===== src/rtl/vga_plot_pkg.sv =====
// Shared types and default screen geometry for the VGA plot scheduler.
// The resolution macros VGA_RES_640 / VGA_RES_320 pick the default geometry
// (160x120 when neither is defined).
package vga_plot_pkg;

  typedef enum logic {
    IDLE  = 1'b0,
    CLEAR = 1'b1
  } state_e;

`ifdef VGA_RES_640
  localparam int DEF_XW   = 10;
  localparam int DEF_YW   = 9;
  localparam int DEF_XMAX = 640;
  localparam int DEF_YMAX = 480;
`elsif VGA_RES_320
  localparam int DEF_XW   = 9;
  localparam int DEF_YW   = 8;
  localparam int DEF_XMAX = 320;
  localparam int DEF_YMAX = 240;
`else
  localparam int DEF_XW   = 8;
  localparam int DEF_YW   = 7;
  localparam int DEF_XMAX = 160;
  localparam int DEF_YMAX = 120;
`endif

  localparam int DEF_CW          = 3;
  localparam int DEF_CLEAR_COLOR = 0;

endpackage


===== src/rtl/rr_arbiter.sv =====
// Combinational round-robin arbiter: the first asserted request found when
// searching upward from ptr (wrapping modulo NREQ) wins.
module rr_arbiter #(
  parameter int NREQ = 3,
  parameter int PW   = $clog2(NREQ)
) (
  input  logic [NREQ-1:0] req,
  input  logic [PW-1:0]   ptr,
  output logic [NREQ-1:0] gnt,
  output logic [PW-1:0]   idx
);

  logic          found;
  logic [PW:0]   cand;

  // Scan the requesters in rotated order and latch the first hit.
  always_comb begin
    gnt   = '0;
    idx   = '0;
    found = 1'b0;
    cand  = '0;
    for (int k = 0; k < NREQ; k++) begin
      cand = {1'b0, ptr} + (PW+1)'(k);
      if (cand >= (PW+1)'(NREQ)) begin
        cand = cand - (PW+1)'(NREQ);
      end
      if (!found && req[cand[PW-1:0]]) begin
        found = 1'b1;
        idx   = cand[PW-1:0];
      end
    end
    if (found) begin
      gnt[idx] = 1'b1;
    end
  end

endmodule


===== src/rtl/vga_plot_scheduler.sv =====
// Shares one registered VGA pixel-write port between NREQ drawing engines
// with round-robin arbitration, and owns a full-screen clear sweep.
// Optional feature macro: VGA_PLOT_CLIP_EN (drop off-screen pixels and
// count them on clip_count).
module vga_plot_scheduler
  import vga_plot_pkg::*;
#(
  parameter int NREQ = 3,
  parameter int XW   = DEF_XW,
  parameter int YW   = DEF_YW,
  parameter int XMAX = DEF_XMAX,
  parameter int YMAX = DEF_YMAX,
  parameter int CW   = DEF_CW,
  parameter logic [CW-1:0] CLEAR_COLOR = CW'(DEF_CLEAR_COLOR)
) (
  input  logic             CLOCK_50,
  input  logic             reset,
  input  logic [NREQ-1:0]  req_valid,
  input  logic [NREQ*XW-1:0] req_x,
  input  logic [NREQ*YW-1:0] req_y,
  input  logic [NREQ*CW-1:0] req_color,
  output logic [NREQ-1:0]  req_ready,
  input  logic             clear,
  output logic             busy_clear,
  output logic [XW-1:0]    VGA_X,
  output logic [YW-1:0]    VGA_Y,
  output logic [CW-1:0]    VGA_COLOR,
  output logic             plot
`ifdef VGA_PLOT_CLIP_EN
  ,
  output logic [15:0]      clip_count
`endif
);

  localparam int PW = $clog2(NREQ);

  state_e        state_q, state_d;
  logic [PW-1:0] rr_q, rr_d;
  logic [XW-1:0] cx_q, cx_d;
  logic [YW-1:0] cy_q, cy_d;
  logic [XW-1:0] x_q, x_d;
  logic [YW-1:0] y_q, y_d;
  logic [CW-1:0] c_q, c_d;
  logic          plot_q, plot_d;
`ifdef VGA_PLOT_CLIP_EN
  logic [15:0]   clip_q, clip_d;
  logic          off_screen;
`endif

  logic [NREQ-1:0] gnt;
  logic [PW-1:0]   gnt_idx;
  logic [XW-1:0]   rx [NREQ];
  logic [YW-1:0]   ry [NREQ];
  logic [CW-1:0]   rc [NREQ];

  // Unpack the per-requester pixel fields into indexable arrays.
  for (genvar gi = 0; gi < NREQ; gi++) begin : g_unpack
    assign rx[gi] = req_x[gi*XW +: XW];
    assign ry[gi] = req_y[gi*YW +: YW];
    assign rc[gi] = req_color[gi*CW +: CW];
  end

  rr_arbiter #(.NREQ(NREQ), .PW(PW)) u_arb (
    .req (req_valid),
    .ptr (rr_q),
    .gnt (gnt),
    .idx (gnt_idx)
  );

`ifdef VGA_PLOT_CLIP_EN
  assign off_screen = ({1'b0, rx[gnt_idx]} >= (XW+1)'(XMAX)) ||
                      ({1'b0, ry[gnt_idx]} >= (YW+1)'(YMAX));
`endif

  // Next-state: arbitration in IDLE, row-major pixel sweep in CLEAR.
  always_comb begin
    state_d    = state_q;
    rr_d       = rr_q;
    cx_d       = cx_q;
    cy_d       = cy_q;
    x_d        = x_q;
    y_d        = y_q;
    c_d        = c_q;
    plot_d     = 1'b0;
    req_ready  = '0;
    busy_clear = (state_q == CLEAR);
`ifdef VGA_PLOT_CLIP_EN
    clip_d     = clip_q;
`endif
    case (state_q)
      IDLE: begin
        req_ready = gnt;
        if (|gnt) begin
          rr_d = (gnt_idx == PW'(NREQ-1)) ? '0 : gnt_idx + 1'b1;
`ifdef VGA_PLOT_CLIP_EN
          if (off_screen) begin
            if (clip_q != 16'hFFFF) clip_d = clip_q + 16'd1;
          end else begin
            x_d    = rx[gnt_idx];
            y_d    = ry[gnt_idx];
            c_d    = rc[gnt_idx];
            plot_d = 1'b1;
          end
`else
          x_d    = rx[gnt_idx];
          y_d    = ry[gnt_idx];
          c_d    = rc[gnt_idx];
          plot_d = 1'b1;
`endif
        end
        // A clear request still lets this cycle's grant complete.
        if (clear) begin
          state_d = CLEAR;
          cx_d    = '0;
          cy_d    = '0;
        end
      end
      CLEAR: begin
        x_d    = cx_q;
        y_d    = cy_q;
        c_d    = CLEAR_COLOR;
        plot_d = 1'b1;
        if (cx_q == XW'(XMAX-1)) begin
          cx_d = '0;
          if (cy_q == YW'(YMAX-1)) begin
            cy_d    = '0;
            state_d = IDLE;
          end else begin
            cy_d = cy_q + 1'b1;
          end
        end else begin
          cx_d = cx_q + 1'b1;
        end
      end
      default: state_d = IDLE;
    endcase
  end

  // State and output registers with synchronous reset.
  always_ff @(posedge CLOCK_50) begin
    if (reset) begin
      state_q <= IDLE;
      rr_q    <= '0;
      cx_q    <= '0;
      cy_q    <= '0;
      x_q     <= '0;
      y_q     <= '0;
      c_q     <= '0;
      plot_q  <= 1'b0;
`ifdef VGA_PLOT_CLIP_EN
      clip_q  <= '0;
`endif
    end else begin
      state_q <= state_d;
      rr_q    <= rr_d;
      cx_q    <= cx_d;
      cy_q    <= cy_d;
      x_q     <= x_d;
      y_q     <= y_d;
      c_q     <= c_d;
      plot_q  <= plot_d;
`ifdef VGA_PLOT_CLIP_EN
      clip_q  <= clip_d;
`endif
    end
  end

  assign VGA_X     = x_q;
  assign VGA_Y     = y_q;
  assign VGA_COLOR = c_q;
  assign plot      = plot_q;
`ifdef VGA_PLOT_CLIP_EN
  assign clip_count = clip_q;
`endif

endmodule

===== config.mk =====
export PLATFORM = sky130hd
export DESIGN_NAME = vga_plot_scheduler
export DESIGN_NICKNAME = d
export VERILOG_FILES = /design/src/rtl/vga_plot_pkg.sv /design/src/rtl/rr_arbiter.sv /design/src/rtl/vga_plot_scheduler.sv
export SDC_FILE = /design/constraint.sdc
export NUM_CORES = 1
export LEC_CHECK = 0
export CORE_MARGIN = 5
export CORE_UTILIZATION = 50
export CTS_CLUSTER_SIZE = 14
export DETAILED_ROUTE_END_ITERATION = 6
export PLACE_DENSITY = 0.94
export SLEW_MARGIN = 40
export SYNTH_ARGS = -nofsm -noshare
export SYNTH_HDL_FRONTEND = slang
export SYNTH_SLANG_ARGS = --single-unit

===== constraint.sdc =====
create_clock -name CLOCK_50 -period 5.11 [get_ports CLOCK_50]
set_input_delay 0.511 -clock CLOCK_50 [delete_from_list [all_inputs] [get_ports CLOCK_50]]
set_output_delay 0.511 -clock CLOCK_50 [all_outputs]
set_load 0.03 [all_outputs]

==> run metrics <==
status=completed; root buffer cell=clkbuf_8; area leader, netlist=dfxtp_1; initial antenna violation count=0; Pre-antenna DRT Iters=4; Max Slew Vio Count=0; post-synthesis sequential area ratio=29.9%; DR WL/cell=16.3 um; CP Capture Point=req_ready[1]; syn nets=370; Initial Util=between 50 and 60%; vias=between 2000 and 3000; Slew @ Worst Pin=between 700 and 800 ps; Placed Cells=435; first-pass GRT wire length=11500 um; clk_skew=around 4.1 ps; postcts setup bufs=0; Ant. Diodes=0; reg-to-reg slack, setup=1920 ps; layout cell share with drive strength beyond 1=about an eighth; unrepaired setup endpoints after global routing=false; hold_buf cts=0; number of flops mapped to enable cells by yosys=0; Pleak=0.00120 uW; VDD IR max=0.279 mV; setup tns final=0 ps; Vias/cell=5.76; type of the worst min-delay path=flip-flop to flip-flop; Synth warnings=0; TritonCTS clock tree=yes; hold path depth=1; Total Nets Final=441; Reg2Reg Depth=10; clock insertion delay at the later pin of the skew report=300 ps; Compound-Gate Fraction of Synth Area=31.5%; crit path buf inv count=2; Critical Path AT=3140 ps; Post-synth top flop=dfxtp_1; # DRC=0; crit path kind=flip-flop to output pin; Setup crit end kind=output pin; IO Pins=83; slowest CP cell=clkdlybuf4s50_1; Synth area leaders=dfxtp_1 (30%), a221oi_2 (7.9%), nand2_1 (6.8%); post-synthesis cell count=304; Max-cap violations=0; post-route ant nets=0; worst-path cell chain=inv_1 > ha_1 > nor3b_1 > o211ai_1 > and3_4 > or2_1 > nor2_1 > clkdlybuf4s50_1; Final Hold Vio Count=0; Avg Synthesized Cell Area=8.15 sq um; synthesized area=2480 sq um; die height=about 80 um; Synth async-reset ratio=0%; num rows=25; Iter 0 DRT Violations=approximately 170; Power per Cell Area=456 nW/um^2; Req. time, crit path=4600 ps; worst relative slew slack=51.1%; Yosys cell types=52; Final Non-Filler Cells=around 440; CP max FO=21; simple-gate share of the synthesized area=about a quarter; final worst path period share=71.4%; Hold WS=498 ps; main combinational cell family by area after synthesis=compound AO/OA/AOI/OAI gates; DP Wirelength=5360 um; cell depth of the worst setup path=8; Die W=between 80 and 90 um; Final setup violation count=0; Num CTS Buffers=5; Reg2Reg Capture Point=VGA_Y[6]$_SDFFE_PP0P_; PortBufs=82; mux share of post-synthesis cell area=1.36%; Tmin final=3650 ps; Critical Path Source Type=flip-flop; share of the synthesized area in the top cell type=29.9%; vias in the first global route=2466; # fillers=382; PostCTS Resize Cnt=0; Post-Synth Adder-Cell Area=3.03%; Max Freq=274 MHz; critical path's top delay family=simple AND/OR/NAND/NOR gates; area grow syn2layout=37.0%; flops & latches, synth=37; slowest stage delay, CP=680 ps; Post-Route WL=7210 um; largest net degree at the start of global routing=43; clk buf depth=2; post-synthesis xor/xnor area fraction=2.12%; H-tree lvl count=2; RD Place Congestion=0.959; Reg clk slew, reported paths=80 ps; TritonCTS sink count=37; Core Area=4750 sq um; crit path launch=rr_q[0]$_SDFFE_PP0P_; total track usage=22.8%; GRT overflow=0; reg2reg start=rr_q[0]$_SDFFE_PP0P_; die area=roughly 6500 sq um
[cell families (layout without fill, tap and decap cells)]
logic type	after synthesis	count (layout)
AO/OA/AOI/OAI	85	85
multiplexers	3	3
AND/OR/NAND/NOR	127	127
XOR/XNOR	6	6
flip-flops	37	37
adder cells (fa/ha/maj)	6	6
buffers and inverters	40	112
[per-stage QoR]
| step | cell area (sq um) | total power [uW] | setup slack, ps | util (%) |
|---|---|---|---|---|
| detailed placement | 3290 | 1330 | 1520 | 69.2 |
| floorplan | 2480 | 1060 | 2110 | - |
| global route | 3390 | 1640 | 1190 | 71.4 |
| CTS | 3390 | 1550 | 1450 | 71.2 |
| finish | 3390 | 1550 | 1460 | 71.4 |
| global placement | 3270 | 1280 | 1580 | 68.9 |
[state kept, by name, summed over array words and instances (netlist names)]
name and count:
rr_q 2, VGA_Y 7, VGA_COLOR 3, busy_clear 1
VGA_X 8, cx_q 8, plot 1, cy_q 7
[where the power goes]
| part | internal, uW | switching [uW] |
|---|---|---|
| clock | 109 | 114 |
| combinational | 391 | 542 |
| sequential | 351 | 41.4 |
| total | 852 | 697 |
[Yosys cell counts, drive strengths merged (2+ instances only)]
cell type and number:
nor2 44, xnor2 6, a221oi 13, nand3 3, or2 2, a21oi 24, ha 6, a22oi 2
nor2b 4, a311o 15, nor3b 5, mux2i 3, o41ai 2, and3 4, and3b 2, nand4 3
o21ai 6, inv 18, nand2 45, clkbuf 9, buf 13, o21a 3, a31oi 4, nand3b 3
a2bb2oi 2, dfxtp 37, a22o 3, nor3 10, a211oi 3
[layer usage]
metal	global-route usage [%]	wire length, um
met3	5.83	592
met2	41.1	3540
met5	0	0
met1	25.5	2940
met4	8.61	131
[worst min path at each step]
stage                                         start                   endpoint  slack (ps)
after global placement    VGA_COLOR[1]$_SDFFE_PP0P_  VGA_COLOR[1]$_SDFFE_PP0P_         460
after global routing      VGA_COLOR[1]$_SDFFE_PP0P_  VGA_COLOR[1]$_SDFFE_PP0P_         530
after floorplan                cx_q[1]$_SDFFE_PP0P_      VGA_X[1]$_SDFFE_PP0P_         480
after detailed placement  VGA_COLOR[0]$_SDFFE_PP0P_  VGA_COLOR[0]$_SDFFE_PP0P_         490
final                     VGA_COLOR[1]$_SDFFE_PP0P_  VGA_COLOR[1]$_SDFFE_PP0P_         500
after CTS                 VGA_COLOR[0]$_SDFFE_PP0P_  VGA_COLOR[0]$_SDFFE_PP0P_         510
[cell usage in the layout (no fill, tap or decap), types with 4 or more instances in the layout]
| cell type | netlist | layout |
|---|---|---|
| nor2b_1 | 4 | 4 |
| nor2_1 | 43 | 43 |
| dfxtp_1 | 37 | 36 |
| clkbuf_8 | 0 | 6 |
| clkdlybuf4s50_1 | 0 | 82 |
| a21oi_2 | 6 | 6 |
| inv_1 | 18 | 18 |
| a311o_1 | 15 | 15 |
| o21ai_0 | 5 | 5 |
| nor3_1 | 10 | 10 |
| a21oi_1 | 18 | 18 |
| a221oi_2 | 13 | 13 |
| nand2_1 | 45 | 45 |
| xnor2_1 | 6 | 6 |
| ha_1 | 6 | 6 |
| nor3b_1 | 4 | 4 |
| a31oi_1 | 4 | 4 |
[final cells by class]
type	instances	area, sq um	share of cell area [%]
clock inverters	2	13.8	0.406
clock buffers	6	82.6	2.43
well taps	67	83.8	2.47
inverters	18	67.6	1.99
multi-input cells	227	1550	45.5
flip-flops and latches	37	742	21.9
repair buffers	86	858	25.3
Note: power is estimated with default switching activity, not from simulation.
